## src/rtl/sci_bus_ctrl.sv

```systemverilog
// sci_bus_ctrl: CPU bus register front end for the SCI UART; define SCI_RX_TIMEOUT_EN to build the RX idle timeout
module sci_bus_ctrl #(
   parameter logic [15:0] P_TIMEOUT = 16'd4000
) (
   input  logic        iCLOCK,
   input  logic        inRESET,
   input  logic        iRESET_SYNC,
   input  logic        iREQ_VALID,
   output logic        oREQ_BUSY,
   input  logic        iREQ_RW,
   input  logic [1:0]  iREQ_ADDR,
   input  logic [31:0] iREQ_DATA,
   output logic        oREQ_VALID,
   output logic [31:0] oREQ_DATA,
   output logic        oTX_EN,
   output logic        oTX_REQ,
   output logic [7:0]  oTX_DATA,
   input  logic        iTX_BUSY,
   input  logic [3:0]  iTX_BUFF_CNT,
   input  logic        iTX_TRANSMIT,
   output logic        oRX_EN,
   output logic        oRX_REQ,
   input  logic        iRX_EMPTY,
   input  logic [7:0]  iRX_DATA,
   input  logic [3:0]  iRX_BUFF_CNT,
   output logic        oIRQ_VALID
);
   typedef enum logic [1:0] {IDLE, TX_WAIT, RESP} state_t;
   state_t      state_q;
   logic [7:0]  ctrl_q, tx_data_q;
   logic [31:0] rdata_q, rdata_d;
   logic        rvalid_q, busy_q, tx_en_q, irq_q;
   logic [2:0]  pend_q, pend_d, pend_set, pend_clr;
   logic [3:0]  tx_cnt_q, rx_th;
   logic        acc, wr, rd, pop, top_set;
   logic        unused_in;

   assign acc      = iREQ_VALID && state_q == IDLE && !iRESET_SYNC;
   assign wr       = acc && iREQ_RW;
   assign rd       = acc && !iREQ_RW;
   assign pop      = rd && iREQ_ADDR == 2'd2 && !iRX_EMPTY && ctrl_q[1];
   assign rx_th    = (ctrl_q[7:4] == 4'd0) ? 4'd1 : ctrl_q[7:4];
   assign pend_set = {top_set,
                      ctrl_q[3] && iRX_BUFF_CNT >= rx_th,
                      ctrl_q[2] && tx_cnt_q != 4'd0 && iTX_BUFF_CNT == 4'd0};
   assign pend_clr = (wr && iREQ_ADDR == 2'd3) ? iREQ_DATA[18:16] : 3'd0;
   assign pend_d   = (pend_q & ~pend_clr) | pend_set;
   assign rdata_d  = (iREQ_ADDR == 2'd0) ? {24'h0, ctrl_q} :
                     (iREQ_ADDR == 2'd1) ? {28'h0, iTX_BUFF_CNT} :
                     (iREQ_ADDR == 2'd2) ? (pop ? {1'b1, 23'h0, iRX_DATA} : 32'h0) :
                     {13'h0, pend_q, 6'h0, iRX_EMPTY, iTX_BUSY, iRX_BUFF_CNT, iTX_BUFF_CNT};
   assign unused_in = ^{iTX_TRANSMIT, iREQ_DATA[31:19], iREQ_DATA[15:8]};

   assign oREQ_BUSY  = busy_q;
   assign oREQ_VALID = rvalid_q;
   assign oREQ_DATA  = rdata_q;
   assign oTX_EN     = tx_en_q;
   assign oTX_REQ    = tx_en_q;
   assign oTX_DATA   = tx_data_q;
   assign oRX_EN     = pop;
   assign oRX_REQ    = pop;
   assign oIRQ_VALID = irq_q;

   // Bus FSM with registered outputs, control register and interrupt pending bits
   always_ff @(posedge iCLOCK or negedge inRESET) begin
      if (!inRESET) begin
         state_q   <= IDLE;
         ctrl_q    <= 8'h0;
         tx_data_q <= 8'h0;
         rdata_q   <= 32'h0;
         rvalid_q  <= 1'b0;
         busy_q    <= 1'b0;
         tx_en_q   <= 1'b0;
         irq_q     <= 1'b0;
         pend_q    <= 3'h0;
         tx_cnt_q  <= 4'h0;
      end else if (iRESET_SYNC) begin
         state_q   <= IDLE;
         ctrl_q    <= 8'h0;
         tx_data_q <= 8'h0;
         rdata_q   <= 32'h0;
         rvalid_q  <= 1'b0;
         busy_q    <= 1'b0;
         tx_en_q   <= 1'b0;
         irq_q     <= 1'b0;
         pend_q    <= 3'h0;
         tx_cnt_q  <= 4'h0;
      end else begin
         tx_en_q  <= 1'b0;
         rvalid_q <= 1'b0;
         tx_cnt_q <= iTX_BUFF_CNT;
         pend_q   <= pend_d;
         irq_q    <= |pend_d;
         case (state_q)
            IDLE: begin
               if (wr && iREQ_ADDR == 2'd0) ctrl_q <= iREQ_DATA[7:0];
               if (wr && iREQ_ADDR == 2'd1 && ctrl_q[0]) begin
                  tx_data_q <= iREQ_DATA[7:0];
                  tx_en_q   <= !iTX_BUSY;
                  state_q   <= iTX_BUSY ? TX_WAIT : IDLE;
                  busy_q    <= iTX_BUSY;
               end
               if (rd) begin
                  rdata_q  <= rdata_d;
                  rvalid_q <= 1'b1;
                  busy_q   <= 1'b1;
                  state_q  <= RESP;
               end
            end
            TX_WAIT: if (!iTX_BUSY) begin
               tx_en_q <= 1'b1;
               busy_q  <= 1'b0;
               state_q <= IDLE;
            end
            RESP: begin
               busy_q  <= 1'b0;
               state_q <= IDLE;
            end
            default: state_q <= IDLE;
         endcase
      end
   end

`ifdef SCI_RX_TIMEOUT_EN
   logic [15:0] to_cnt_q;
   logic [3:0]  rx_cnt_q;
   logic        to_evt, to_run;

   assign to_evt  = rx_cnt_q != iRX_BUFF_CNT || pop;
   assign to_run  = !iRX_EMPTY && ctrl_q[3] && to_cnt_q != P_TIMEOUT - 16'd1;
   assign top_set = !to_evt && to_run && to_cnt_q == P_TIMEOUT - 16'd2;

   // RX idle counter: restarts on level change or pop, saturates at the timeout
   always_ff @(posedge iCLOCK or negedge inRESET) begin
      if (!inRESET) begin
         to_cnt_q <= 16'h0;
         rx_cnt_q <= 4'h0;
      end else if (iRESET_SYNC) begin
         to_cnt_q <= 16'h0;
         rx_cnt_q <= 4'h0;
      end else begin
         rx_cnt_q <= iRX_BUFF_CNT;
         to_cnt_q <= to_evt ? 16'h0 : to_run ? to_cnt_q + 16'd1 : to_cnt_q;
      end
   end
`else
   logic unused_timeout;
   assign top_set        = 1'b0;
   assign unused_timeout = ^P_TIMEOUT;
`endif
endmodule

```

## config.mk

```make
export PLATFORM = sky130hd
export DESIGN_NAME = sci_bus_ctrl
export DESIGN_NICKNAME = d
export VERILOG_FILES = /design/src/rtl/sci_bus_ctrl.sv
export SDC_FILE = /design/constraint.sdc
export NUM_CORES = 1
export LEC_CHECK = 0
export BUFFER_PORTS_ARGS = -buffer_cell sky130_fd_sc_hd__buf_2
export CAP_MARGIN = 25
export CORE_MARGIN = 10
export CORE_UTILIZATION = 47
export CTS_BUF_LIST = sky130_fd_sc_hd__clkbuf_16
export CTS_CLUSTER_SIZE = 16
export DETAILED_ROUTE_END_ITERATION = 8
export PLACE_DENSITY = 0.8
export SLEW_MARGIN = 5
export SYNTH_ARGS = -nofsm -noshare
export SYNTH_HDL_FRONTEND = slang
export SYNTH_SLANG_ARGS = --single-unit
```

## constraint.sdc

```tcl
create_clock -name iCLOCK -period 2.3 [get_ports iCLOCK]
set_clock_uncertainty 0.1 [all_clocks]
set_input_delay 0.575 -clock iCLOCK [delete_from_list [all_inputs] [get_ports iCLOCK]]
set_output_delay 0.575 -clock iCLOCK [all_outputs]
set_load 0.02 [all_outputs]
```

==> results.sh <==
export IMPL_status="finished, final reports clean"
export IMPL_grt_remaining_overflow=0
export IMPL_row_count=25
export IMPL_synth_cells=225
export IMPL_ant_nets=0
export IMPL_drc=0
export IMPL_design_area_mm2=0.002758
export IMPL_cts_root_buf="clkbuf_16"
export IMPL_place_congestion=0.8877
export IMPL_synth_edf_count=0
export IMPL_dieArea_mm2=0.007995
export IMPL_synth_async_reset_ratio=1.000
export IMPL_setup_viol=0
export IMPL_clk_path_buf_depth=2
export IMPL_post_cts_resized=0
export IMPL_ys_ff_latch=43
export IMPL_period_minus_slack_ps=2218
export IMPL_drt_wl_total_mm=5.805
export IMPL_clkSinkCount=43
export IMPL_setup_worst_path_start="state_q[0]"
export IMPL_place_ws_ps=39.25
export IMPL_reg2reg_from="ctrl_q[5]"
export IMPL_worst_pin_slew_ps=548.9
export IMPL_drtIter0Drc=119
export IMPL_worstPathRequired_ps=1620
export IMPL_report_final_slew_viol_count=0
export IMPL_fp_dieW_um=89.42
export IMPL_tritoncts="yes"
export IMPL_timing_fmax_ghz=0.4509
export IMPL_antenna_found_initial=0
export IMPL_grt_pass1_vias=1949
export IMPL_synth_most_common_cell="dfrtp_1"
export IMPL_avgSynthCellArea_um2=10.07
export IMPL_end_kind="output port"
export IMPL_routedWlPerCell_um=16.78
export IMPL_portBuffers=64
export IMPL_drive_gt1_frac=0.2979
export IMPL_finalPower_w=0.001794
export IMPL_hold_buffers=0
export IMPL_synthTopCellsByCount="dfrtp_1, nor2_1, buf_4"
export IMPL_clock_latency_ps=280
export IMPL_cap_violations=0
export IMPL_max_slew_margin=0.6341
export IMPL_diodes=0
export IMPL_grt_pass1_wl_mm=9.259
export IMPL_coreArea_mm2=0.004692
export IMPL_pin_count=105
export IMPL_slowest_stage="dfrtp_1"
export IMPL_fp_dieH_um=89.42
export IMPL_fin_setup_tns_ps=0
export IMPL_peakVddDrop_mv=0.3752
export IMPL_crit_chain="inv_1, ha_1, nand4bb_1, inv_2, and3_4, buf_4"
export IMPL_grt_usage=0.1478
export IMPL_rsz0062_at_grt="no"
export IMPL_leakagePower_nw=1.451
export IMPL_cts_buffers=5
export IMPL_critPathMaxStageDelay_ps=410
export IMPL_vias=1854
export IMPL_final_core_util=0.5877
export IMPL_fin_nets=355
export IMPL_synth_cell_type_count=44
export IMPL_place_area_mm2=0.002584
export IMPL_firstDrtPassIters=4
export IMPL_vias_per_cell=5.358
export IMPL_netlist_area_leader_share=0.4751
export IMPL_cp_start_kind="register"
export IMPL_yosysSeqAreaShare=0.4751
export IMPL_fin_crit_sh=0.9643
export IMPL_syn_to_final_growth_pct=21.77
export IMPL_clkSlewWorstSetupHoldPaths_ps=60
export IMPL_ys_dominant_reg_cell="dfrtp_1"
export IMPL_cp_data_arrival_time_ps=1540
export IMPL_yosysWarnings=0
export IMPL_netlist_area_mm2=0.002265
export IMPL_hpwl_mm=4.479
export IMPL_crit_fanout=4
export IMPL_grt_max_degree=44
export IMPL_synth_area_top_cells="dfrtp_1, mux2i_1, buf_4"
export IMPL_hp_class="in -> async"
export IMPL_hold_viol=0
export IMPL_p_per_area_mw_per_mm2=650.5
export IMPL_post_cts_buffers=0
export IMPL_yosys_area_top_type="dfrtp_1"
export IMPL_start_util=0.4827
export IMPL_path_class="reg -> out"
export IMPL_cts_htree_levels=2
export IMPL_setup_slack_ps=82.10
## routing by layer
| layer | vias up | share of wire | GRT usage |
|---|---|---|---|
| li1 | 885 | - | - |
| met2 | 69 | 0.51 | 0.2429 |
| met5 | - | 0 | 0 |
| met1 | 893 | 0.39 | 0.1723 |
| met4 | 0 | 0.0088 | 0.05202 |
| met3 | 7 | 0.089 | 0.05561 |
## worst paths after layout
check                                end  slack, ps  cells past startpoint
max reg2reg                   oIRQ_VALID         90                      7
min                          oTX_DATA[2]        260                      2
max in group asynchronous     oREQ_VALID       1460                      2
max                               oRX_EN         80                      6
min in group iCLOCK        oREQ_DATA[17]        410                      2
min reg2reg                oREQ_DATA[17]        410                      2
## stage by stage
stage / hold slack [ps] / instances
floorplan: 179.4 / 242
global placement: 386.9 / 338
detailed placement: 398.2 / 338
CTS: 281.6 / 346
global route: 303.3 / 346
finish: 259.0 / 346
## sequential cells by signal (all words and copies together), names as in the netlist
name	flops
oREQ_DATA	14
oREQ_VALID	1
oIRQ_VALID	1
oTX_EN	1
ctrl_q	8
pend_q	3
oTX_DATA	8
state_q	2
oREQ_BUSY	1
tx_cnt_q	4
## area by class of cell
| class | count | area [um^2] |
|---|---|---|
| clock buffers | 5 | 125.1 |
| clock inverters | 3 | 38.79 |
| multi-input cells | 155 | 1008 |
| repair buffers | 73 | 392.9 |
| flip-flops and latches | 43 | 1076 |
| inverters | 13 | 48.80 |
| fillers | 423 | 1934 |
| well taps | 54 | 67.56 |
## cell families after synthesis
logic type / count (synthesis) / synth area share
simple gates: 66 / 0.1569
compound gates: 48 / 0.1475
buf+inv: 44 / 0.1105
flops: 43 / 0.4751
mux: 17 / 0.07514
fa+ha+maj: 6 / 0.03315
other cells: 1 / 0.001656
## cells in the final DEF, fill, tap and decap left out, types with 5 or more instances in the layout
| cell | instances |
|---|---|
| a21oi_1 | 11 |
| mux2i_1 | 17 |
| nor2_1 | 24 |
| nand3_1 | 10 |
| nand2_1 | 9 |
| ha_1 | 6 |
| buf_4 | 11 |
| conb_1 | 18 |
| clkbuf_16 | 5 |
| dfrtp_1 | 43 |
| buf_2 | 62 |
| o21ai_0 | 8 |
| nor2b_1 | 7 |
| inv_1 | 12 |
## report_power, final
| part | leakage, nW | switching, W | internal [W] |
|---|---|---|---|
| Sequential | 0.591 | 0.00000926 | 0.000776 |
| Combinational | 0.779 | 0.000150 | 0.0000755 |
| Clock | 0.0812 | 0.000278 | 0.000506 |
| Total | 1.45 | 0.000437 | 0.00136 |
## critical path, delay by kind of cell, from the launching register on
family / cells / cell delay [ps]
fa+ha+maj: 1 / 170
buf+inv: 3 / 300
flops: 1 / 410
simple gates: 2 / 370
Note: power is estimated with default switching activity, not from simulation.
